## config.mk

```make
export PLATFORM = sky130hd
export DESIGN_NAME = lcd_bus_responder
export DESIGN_NICKNAME = d
export VERILOG_FILES = /design/src/rtl/lcd_bus_responder.sv
export SDC_FILE = /design/constraint.sdc
export NUM_CORES = 1
export LEC_CHECK = 0
export BUFFER_PORTS_ARGS = -buffer_cell sky130_fd_sc_hd__buf_2
export CORE_MARGIN = 2
export CORE_UTILIZATION = 52
export CTS_BUF_LIST = sky130_fd_sc_hd__clkbuf_4 sky130_fd_sc_hd__clkbuf_8
export DETAILED_ROUTE_END_ITERATION = 7
export PLACE_DENSITY = 0.82
export RECOVER_POWER = 100
export SLEW_MARGIN = 20
export SYNTH_ARGS = -nofsm -noshare
export SYNTH_HDL_FRONTEND = slang
export SYNTH_SLANG_ARGS = --single-unit
export TNS_END_PERCENT = 1
```

## constraint.sdc

```tcl
create_clock -name clock -period 3 [get_ports clock]
set_clock_uncertainty 0.15 [all_clocks]
set_input_delay 0.45 -clock clock [delete_from_list [all_inputs] [get_ports clock]]
set_output_delay 0.45 -clock clock [all_outputs]
set_load 0.02 [all_outputs]
```

## src/rtl/lcd_bus_responder.sv

```systemverilog
// Responder side of an HD44780-style character LCD bus: decodes strobes, mirrors DDRAM, models busy.
// Optional display shift and 2x40 storage are enabled by defining LCD_RESP_SHIFT_EN.
module lcd_bus_responder #(
    parameter int CMD_CYCLES   = 16,
    parameter int CLEAR_CYCLES = 64,
    parameter int EN_MIN_HIGH  = 4
) (
    input  logic         clock,
    input  logic         reset,
    input  logic         lcd_en,
    input  logic         lcd_rs,
    input  logic         lcd_rw,
    input  logic [7:0]   lcd_data,
    output logic [7:0]   rd_data,
    output logic [127:0] line1_buf,
    output logic [127:0] line2_buf,
    output logic [6:0]   ddram_addr,
    output logic         busy,
    output logic         display_on,
    output logic         two_line,
    output logic         cmd_strobe,
    output logic         data_strobe,
    output logic         error
);

`ifdef LCD_RESP_SHIFT_EN
    localparam int DEPTH = 40;
    localparam int IW    = 6;
`else
    localparam int DEPTH = 16;
    localparam int IW    = 4;
`endif
    localparam int HW = $clog2(EN_MIN_HIGH + 1);
    localparam logic [5:0]    DEPTH6   = 6'(DEPTH);
    localparam logic [HW-1:0] MIN_HIGH = HW'(EN_MIN_HIGH);

    logic          en_q;
    logic [HW-1:0] high_cnt;
    logic [15:0]   busy_cnt;
    logic [6:0]    addr;
    logic          inc_mode;
    logic          cgram_mode;
    logic [7:0]    row1 [DEPTH];
    logic [7:0]    row2 [DEPTH];
`ifdef LCD_RESP_SHIFT_EN
    logic [5:0]    offset;
    logic          shift_s;
`endif

    logic          fall;
    logic          runt;
    logic          status_rd;
    logic          accept;
    logic          violation;
    logic          visible;
    logic [IW-1:0] idx;
    logic [7:0]    rd_char;
    logic [6:0]    next_addr;

    // Stepping skips the invisible gaps at the end of each row and wraps between rows.
    function automatic logic [6:0] step_addr(input logic [6:0] a, input logic inc);
        logic [5:0] lo;
        lo = a[5:0];
        if (inc) begin
            if (lo >= 6'h27) return a[6] ? 7'h00 : 7'h40;
            return a + 7'd1;
        end
        if (lo == 6'h00) return a[6] ? 7'h27 : 7'h67;
        if (lo > 6'h27)  return a[6] ? 7'h67 : 7'h27;
        return a - 7'd1;
    endfunction

`ifdef LCD_RESP_SHIFT_EN
    function automatic logic [5:0] off_step(input logic [5:0] o, input logic inc);
        if (inc) return (o == 6'd39) ? 6'd0 : o + 6'd1;
        return (o == 6'd0) ? 6'd39 : o - 6'd1;
    endfunction
`endif

    assign fall       = en_q & ~lcd_en;
    assign runt       = high_cnt < MIN_HIGH;
    assign status_rd  = ~lcd_rs & lcd_rw;
    assign busy       = busy_cnt != 16'd0;
    assign accept     = fall & ~runt & (~busy | status_rd);
    assign violation  = fall & (runt | (busy & ~status_rd));
    assign visible    = addr[5:0] < DEPTH6;
    assign idx        = addr[IW-1:0];
    assign rd_char    = !visible ? 8'h20 : (addr[6] ? row2[idx] : row1[idx]);
    assign next_addr  = step_addr(addr, inc_mode);
    assign ddram_addr = addr;

    always_ff @(posedge clock) begin
        if (!reset) begin
            en_q        <= 1'b0;
            high_cnt    <= '0;
            busy_cnt    <= 16'd0;
            addr        <= 7'h00;
            inc_mode    <= 1'b1;
            cgram_mode  <= 1'b0;
            display_on  <= 1'b0;
            two_line    <= 1'b0;
            cmd_strobe  <= 1'b0;
            data_strobe <= 1'b0;
            error       <= 1'b0;
            rd_data     <= 8'h00;
`ifdef LCD_RESP_SHIFT_EN
            offset      <= 6'd0;
            shift_s     <= 1'b0;
`endif
            for (int i = 0; i < DEPTH; i++) begin
                row1[i] <= 8'h20;
                row2[i] <= 8'h20;
            end
        end else begin
            en_q        <= lcd_en;
            cmd_strobe  <= 1'b0;
            data_strobe <= 1'b0;
            if (!lcd_en)
                high_cnt <= '0;
            else if (runt)
                high_cnt <= high_cnt + 1'b1;
            if (busy)
                busy_cnt <= busy_cnt - 16'd1;
            if (violation)
                error <= 1'b1;

            // Later assignments to busy_cnt override the countdown above.
            if (accept) begin
                unique case ({lcd_rs, lcd_rw})
                    2'b00: begin
                        cmd_strobe <= 1'b1;
                        busy_cnt   <= (lcd_data == 8'h01) ? 16'(CLEAR_CYCLES) : 16'(CMD_CYCLES);
                        casez (lcd_data)
                            8'b1???????: begin
                                addr       <= lcd_data[6:0];
                                cgram_mode <= 1'b0;
                            end
                            8'b01??????: cgram_mode <= 1'b1;
                            8'b001?????: two_line   <= lcd_data[3];
                            8'b0001????: begin
                                if (!lcd_data[3])
                                    addr <= step_addr(addr, lcd_data[2]);
`ifdef LCD_RESP_SHIFT_EN
                                else
                                    offset <= off_step(offset, ~lcd_data[2]);
`endif
                            end
                            8'b00001???: display_on <= lcd_data[2];
                            8'b000001??: begin
                                inc_mode <= lcd_data[1];
`ifdef LCD_RESP_SHIFT_EN
                                shift_s  <= lcd_data[0];
`endif
                            end
                            8'b0000001?: begin
                                addr <= 7'h00;
`ifdef LCD_RESP_SHIFT_EN
                                offset <= 6'd0;
`endif
                            end
                            8'b00000001: begin
                                addr       <= 7'h00;
                                inc_mode   <= 1'b1;
                                cgram_mode <= 1'b0;
`ifdef LCD_RESP_SHIFT_EN
                                offset     <= 6'd0;
`endif
                                for (int i = 0; i < DEPTH; i++) begin
                                    row1[i] <= 8'h20;
                                    row2[i] <= 8'h20;
                                end
                            end
                            default: ;
                        endcase
                    end
                    2'b01: rd_data <= {busy, addr};
                    2'b10: begin
                        data_strobe <= 1'b1;
                        busy_cnt    <= 16'(CMD_CYCLES);
                        if (!cgram_mode && visible) begin
                            if (addr[6])
                                row2[idx] <= lcd_data;
                            else
                                row1[idx] <= lcd_data;
                        end
                        addr <= next_addr;
`ifdef LCD_RESP_SHIFT_EN
                        if (shift_s)
                            offset <= off_step(offset, inc_mode);
`endif
                    end
                    default: begin
                        busy_cnt <= 16'(CMD_CYCLES);
                        rd_data  <= rd_char;
                        addr     <= next_addr;
                    end
                endcase
            end
        end
    end

    // Each visible column c shows DDRAM position c (plus the shift offset, modulo 40, when enabled).
    always_comb begin
        line1_buf = '0;
        line2_buf = '0;
        for (int c = 0; c < 16; c++) begin
`ifdef LCD_RESP_SHIFT_EN
            logic [6:0] p;
            p = 7'(c) + {1'b0, offset};
            if (p >= 7'd40)
                p = p - 7'd40;
            line1_buf[127 - 8*c -: 8] = row1[p[5:0]];
            line2_buf[127 - 8*c -: 8] = row2[p[5:0]];
`else
            line1_buf[127 - 8*c -: 8] = row1[4'(c)];
            line2_buf[127 - 8*c -: 8] = row2[4'(c)];
`endif
        end
    end

endmodule
```

# == Word level (Yosys, flattened, before mapping) ==
# Memories as Yosys holds them, arrays and structs flattened. A register that Yosys moved wholly into a read port is not among the register bits.
# Cells that the tools add are included.
# totals
regBits,42
ram_bits,256
input_bits,13
elab_cells,225
mem_count,2
# memory_table
name,depth,word_bits,rd,rd_clocked_by_memory_dff,write_ports,line,source
row1,16,8,17,1,16,43,logic [7:0] row1 [DEPTH];
row2,16,8,17,1,16,44,logic [7:0] row2 [DEPTH];
# classes
addsub,4
order_cmp,4
n_eq_ne,11
n_mux,125
n_bitwise,47
n_reduce_logical,20
# ops
op,count
2-to-1 mux 8 bit,36
2-to-1 mux 7 bit,20
2-to-1 mux 1 bit,55
bitwise OR 1 bit,34
2-to-1 mux 16 bit,2
case mux 16 bit (2 select lines),1
2-to-1 mux 4 bit,6
case mux 7 bit (3 select lines),1
case mux 8 bit (2 select lines),1
nonzero test 16 bit,1
OR reduction 8 bit,2
subtractor 16 x 1 -> 16 bit (second input constant),1
case mux 7 bit (2 select lines),1
AND reduction 3 bit,4
== test 8 x 1 -> 1 bit (second input constant),1
adder 7 x 1 -> 7 bit (second input constant),1
== test 7 x 1 -> 1 bit (second input constant),1
NOT 1 bit,7
subtractor 7 x 1 -> 7 bit (second input constant),1
bitwise AND 1 bit,6
== test 6 x 1 -> 1 bit (second input constant),1
greater-or-equal comparator 6 bit (second input constant),1
> comparator 6 bit (second input constant),1
logical NOT 6 bit,1
18 further kinds,25

# == Logic depth before layout (Yosys ltp) ==
# Gate-level depths: netlist of run 1.
# depth
ltp_word,27
ltp_mapped,10
mapped_depth_nobuf,8

# == Least setup slack after synthesis of run 1 ==
# No wires, ideal clock.
# synth_timing
path_kind,register to register
start,register busy_cnt[7]
end,memory row2[15][0] (enable)
setup_ns,0.384
arrival_time_ns,2.373
required_time_ns,2.466
path_slack_ns,0.093
stages_incl_launch_ff,7
synth_period_minus_slack_ns,2.907
cell_sequence,dfxtp_1 > or4_4 > or3_4 > nor4_4 > a21oi_1 > clkbuf_1 > o21ai_0
# synth_rtl
item,line,source
"start, declared",39,logic [15:0] busy_cnt;
"start signal, assigned",123,busy_cnt <= busy_cnt - 16'd1;
"start signal, assigned",132,busy_cnt <= (lcd_data == 8'h01) ? 16'(CLEAR_CYCLES) : 16'(CMD_CYCLES);
"start signal, assigned",179,busy_cnt <= 16'(CMD_CYCLES);
"end, declared",44,

==> impl_metrics.toml, run 1 <==
[outcome]
status = "complete, no violations"

[drt]
drc_errors = 0
num_vias = 12050
dr.pass1.iters = 6
viasPerCell = 6.232
detail_route.iter0.violations = 1673
wl_mm = 49.82
ant_nets = 0
wire_per_inst_um = 25.76

[sta]
clock.fmax_mhz = 342.8
holdWs_ns = 0.01321
finalHoldViolations = 0
finalMaxSlewViolations = 0
finalSetupViolCount = 0
rsz0062_at_grt = "false"
finalCriticalPeriod_ns = 2.917
slew_headroom = 0.4781
fin_crit_sh = 0.9723
tns_ns = 0
worstMarginPinSlew_ns = 0.7829
worst_slack_ns = 0.08299

[logic_synthesis]
synth_nets = 1160
ys_warn_count = 0
synth_top_flop_cell = "edfxtp_1"
netlist_area_mm2 = 0.01457
synthCells = 1141
yosysTopAreaCellShare = 0.5275
avgSynthCellArea_um2 = 12.77
async_flop_share = 0
synth_seq_cells = 302
synth_cell_types = 74
yosysTopAreaCell = "edfxtp_1"
ys_seq_area_frac = 0.5907
synthTopCellsByArea = "edfxtp_1, mux4_2, dfxtp_1"
synth_edf_count = 256

[worst_hold_path]
min_path_type = "in -> reg"

[clock_tree]
cts_tree = "built"
path_clk_slew_ns = 0.07
cts_repair_resize_count = 0
cts_root_buffer = "clkbuf_8"
cts_buffer_depth = 3
insertion_delay_ns = 0.59
ctsHtreeMaxLevel = 2
cts_buffers = 48
clock-sinks = 302

[worst_setup_path]
crit_path_start_kind = "flip-flop"
cp_slowest_stage_delay_ns = 0.58
cp_max_fo = 33
crit_chain = "or4_4 > or3_1 > nor4_4 > a21oi_1 > buf_12 > o21ai_0 > buf_2"
end_kind = "flip-flop"
crit_type = "reg -> reg"
slowest_stage = "or4_4"
arrival_ns = 3.02
crit_required_ns = 3.10

[power]
p_leak_nw = 6.265
p_per_area_mw_per_mm2 = 570.1
ir_drop_uv = 336.3
power_mw = 9.956

[placed_design]
placed_area_mm2 = 0.01715
io_buffers = 289
place.gp.congestion = 0.9895
dp_slack_ns = 0.09084
dpl.hpwl_mm = 36.68

[cells_and_area]
layout_commonest_cell = "clkbuf_1"
layout_common_cells = "clkbuf_1, edfxtp_1, nor2_1"
synthToLayoutAreaGrowth_pct = 19.84
design_area_mm2 = 0.01746
drive_gt1_frac = 0.1794
nets = 1536

[global_routing]
grt_overflow = 0
track_usage = 0.3356
grt_pass1_wl_mm = 71.50
antenna_found_initial = 1
grt_max_degree = 36
grt_pass1_vias = 11450

[floorplan]
die_h_um = 171.4
placementRows = 61
fp.dieArea_mm2 = 0.02938
die_x_um = 171.4
fp.coreArea_mm2 = 0.02771
start_util = 0.5260
num_io_pins = 290

[run]
maxCapViolations = 0
routing by layer:
layer  share of wire  track usage
met2            0.45       0.5100
met5               0            0
met4           0.059       0.1750
met3            0.15      0.08721
met1            0.34       0.4476
per-stage QoR:
step | std cells | utilization
2_1_floorplan | 1141 | -
3_3_place_gp | 1842 | 0.6191
3_5_place_dp | 1842 | 0.6191
4_1_cts | 1930 | 0.6524
5_1_grt | 1933 | 0.6303
6_report | 1934 | 0.6304
repair_timing:
item | 4_1_cts | 5_1_grt
setup buffers | 0 | 3
hold buffers | 0 | 0
setup endpoints to repair | 0 | 1
area by class of cell:
type,instances,area (µm²)
clock buffers,61,764.5
multi-input cells,721,5420
diodes,1,2.502
well taps,378,473.0
repair buffers,429,1976
inverters,15,56.30
fillers,2278,10240
flip-flops and latches,302,8615
clock inverters,27,157.7
synth_stat cells (3+ instances only):
master    instances
and2_1           82
buf_2            13
nor3b_1           5
a211oi_1         10
edfxtp_1        256
nand3b_1          6
nand2b_1         39
or2_2             4
ha_1              6
nand2_1          58
o211ai_1          3
nor3_1           12
o22ai_1           4
o21a_1            3
nand3_1          20
clkbuf_1         72
inv_1            15
buf_1             6
a31oi_1           6
and3_1           82
mux2i_1          14
or3_1             9
o21ai_0          36
nor2_1          132
nand4b_1          3
nor2b_1          10
clkbuf_2          3
xor2_1           15
dfxtp_1          46
buf_6             4
nand4_1           8
mux4_2           72
a211o_1           3
a21oi_1          29
o221ai_1          7
worst max-delay path, delay by kind of cell (launching register included):
family	cells	cell delay, ns
AND/OR/NAND/NOR	3	1.34
buffers and inverters	2	0.44
flip-flops	1	0.35
AO/OA/AOI/OAI	2	0.25
final timing paths:
check,cells past startpoint,end,from,slack [ns]
worst max-delay path,7,row1[13][3],busy_cnt[7],0.08
worst min-delay path,3,data_strobe,reset,0.01
worst max register to register,7,row1[13][3],busy_cnt[7],0.08
worst min register to register,2,data_strobe,en_q,0.31
flip-flops by register name, summed over array words and instances, names as in the netlist, named ones only:
register / flops
busy_cnt: 16
cgram_mode: 1
cmd_strobe: 1
data_strobe: 1
ddram_addr: 7
display_on: 1
en_q: 1
error: 1
high_cnt: 3
inc_mode: 1
rd_data: 8
row1: 128
row2: 128
two_line: 1
kinds of logic (layout without fill, tap and decap cells):
family	after synthesis	count (layout)	synth area share
flip-flops	302	302	0.5907
other	0	1	0
buffers and inverters	118	532	0.03597
XOR/XNOR	17	17	0.01022
adder cells (fa/ha/maj)	6	6	0.005151
multiplexers	87	87	0.1217
AND/OR/NAND/NOR	490	490	0.1819
AO/OA/AOI/OAI	121	121	0.05444
power by group:
part	switching, mW	internal, mW	total (mW)
Sequential	0.208	4.76	4.96
Combinational	0.975	0.560	1.54
Clock	1.69	1.77	3.46
Total	2.87	7.09	9.96
Note: power is estimated with default switching activity, not from simulation.
==> run 2, diff against run 1 <==
--- a/config.mk
+++ b/config.mk
@@ -5,11 +5,11 @@
 export SDC_FILE = /design/constraint.sdc
 export NUM_CORES = 1
 export LEC_CHECK = 0
-export BUFFER_PORTS_ARGS = -buffer_cell sky130_fd_sc_hd__buf_2
 export CORE_MARGIN = 2
-export CORE_UTILIZATION = 52
+export CORE_UTILIZATION = 60
 export CTS_BUF_LIST = sky130_fd_sc_hd__clkbuf_4 sky130_fd_sc_hd__clkbuf_8
 export DETAILED_ROUTE_END_ITERATION = 7
+export DONT_BUFFER_PORTS = 1
 export PLACE_DENSITY = 0.82
 export RECOVER_POWER = 100
 export SLEW_MARGIN = 20
==> run 2 against run 1 <==
Compared with the run above: non-clock buffer count fell by 325; fmax rose by 0.51%; combinational power fell by 23%; critical path depth rose by 1; via count fell by 12%; hold slack improved by 0.0065 ns; utilization rose by 4.6 points; sequential share of layout area rose by 3.6 points; clock-buffer cell count rose by 7; sequential power rose by 4%; critical path type unchanged; largest cell class unchanged.
==> impl_metrics.toml, run 2 (synthesis results as in run 1) <==
[outcome]
status = "complete, no violations"

[drt]
viasPerCell = 6.843
wl_mm = 48.69
dr.pass1.iters = 6
detail_route.iter0.violations = 1512
ant_nets = 0
drc_errors = 0
num_vias = 10640
wire_per_inst_um = 31.31

[placed_design]
io_buffers = 0
dpl.hpwl_mm = 34.23
place.gp.congestion = 0.9391
placed_area_mm2 = 0.01516
post-place-cells = 1440

[clock_tree]
insertion_delay_ns = 0.59
clock-sinks = 302
cts_buffers = 47
path_clk_slew_ns = 0.07
cts_root_buffer = "clkbuf_8"
cts_buffer_depth = 3
ctsHtreeMaxLevel = 2
cts_tree = "built"

[floorplan]
num_io_pins = 290
die_h_um = 159.8
die_x_um = 159.8
start_util = 0.6045
placementRows = 57
fp.coreArea_mm2 = 0.02411
fp.dieArea_mm2 = 0.02555

[worst_setup_path]
end_kind = "flip-flop"
reg2regPathDepth = 8
crit_path_start_kind = "flip-flop"
crit_type = "reg -> reg"
r2r_slack_ns = 0.1
crit_required_ns = 3.11
cp_max_fo = 17
r2r_end = "row1[5][4]"
r2r_start = "busy_cnt[7]"
arrival_ns = 3.01

[global_routing]
antenna_found_initial = 2
grt_pass1_wl_mm = 70.67
grt_overflow = 0
grt_pass1_vias = 10450
grt_max_degree = 30
track_usage = 0.3793

[cells_and_area]
nets = 1210
design_area_mm2 = 0.01629
synthToLayoutAreaGrowth_pct = 11.81
utilization = 0.6759
fillers = 1753
top_regs = "row1: 128 flops, row2: 128 flops, busy_cnt: 16 flops"
final_cells = 1555
layout_common_cells = "edfxtp_1, nor2_1, and3_1"
seqCellArea_mm2 = 0.008617
drive_gt1_frac = 0.1953
multi_input_area_mm2 = 0.005444
layout_commonest_cell = "edfxtp_1"

[power]
ir_drop_uv = 398.2
p_leak_nw = 5.784
p_per_area_mw_per_mm2 = 603.2

[worst_hold_path]
min_to = "cmd_strobe"
min_path_type = "in -> reg"
min_path_cells = 3
min-delay-start = "lcd_rs"

[sta]
worstMarginPinSlew_ns = 1.331
holdWs_ns = 0.01967
tns_ns = 0
finalMaxSlewViolations = 0
clock.fmax_mhz = 344.6
finalSetupViolCount = 0
finalCriticalPeriod_ns = 2.902
finalHoldViolations = 0
fin_crit_sh = 0.9674
rsz0062_at_grt = "false"
slew_headroom = 0.1100

[run]
maxCapViolations = 0
run 2: changes by cell type in the layout (fill, tap and decap cells not counted), moves of 3 or more:
| cell | previous run | this run |
|---|---|---|
| dlygate4sd3_1 | 0 | 19 |
| nand2b_1 | 39 | 34 |
| clkinv_1 | 12 | 9 |
| buf_2 | 19 | 3 |
| and2_0 | 52 | 57 |
| nand2b_2 | 0 | 5 |
| buf_4 | 67 | 45 |
| clkinv_2 | 11 | 8 |
| clkbuf_1 | 317 | 23 |
| buf_12 | 3 | 6 |
| clkbuf_8 | 49 | 52 |
| clkbuf_2 | 18 | 6 |
| and2_1 | 31 | 26 |
run 2: layout make-up:
type                       instances  area share
sequential                       302      0.5289
multi-input combinational        721      0.3341
timing repair buffer             104     0.04999
tap                              324     0.02488
inverter                          15    0.003456
clock inverter                    19    0.007065
clock buffer                      68     0.05130
antenna                            2   0.0003072
run 2: how the worst max path moves through the flow:
stage | from | endpoint | depth (start not counted)
CTS | busy_cnt[7] | display_on | 8
global route | busy_cnt[7] | row1[5][3] | 8
finish | busy_cnt[7] | row1[5][4] | 8
global placement | lcd_en | row2[14][3] | 6
floorplan | busy_cnt[7] | row2[15][0] | 6
detailed placement | lcd_en | row2[14][2] | 6
run 2: worst max-delay path: stages (launching register included):
cell and delay [ns]:
dfxtp_1 0.35, or4_4 0.58, nor3_4 0.15, buf_4 0.16, and4b_1 0.27, buf_12 0.17
nand2_1 0.26, o21ai_0 0.25, buf_2 0.26
run 2: what timing repair did:
action,4_1_cts,5_1_grt
gates resized for setup,1,6
endpoints found under the hold margin,192,0
setup endpoints to repair,8,45
buffers inserted,0,3
hold buffers,23,0
pin swaps,0,1
run 2: power breakdown:
part           leakage, nW  switching (mW)  internal, mW
Combinational         2.37           0.714         0.478
Clock                0.513            1.61          1.88
Sequential            2.90           0.382          4.76
run 2: routing by layer:
| metal | GRT usage | vias to the layer above | share of wire |
|---|---|---|---|
| li1 | - | 4348 | - |
| met1 | 0.4509 | 5111 | 0.31 |
| met2 | 0.5889 | 955 | 0.46 |
| met3 | 0.1634 | 225 | 0.17 |
| met4 | 0.2043 | 2 | 0.066 |
| met5 | 0 | - | 0.00023 |
run 2: per-stage QoR:
stage / power [mW] / worst slack [ns]
2_1_floorplan: 5.974 / 0.09333
3_3_place_gp: 6.271 / 0.01436
3_5_place_dp: 6.323 / -0.1750
4_1_cts: 9.811 / 0.01995
5_1_grt: 10.14 / 0.001165
6_report: 9.828 / 0.09776
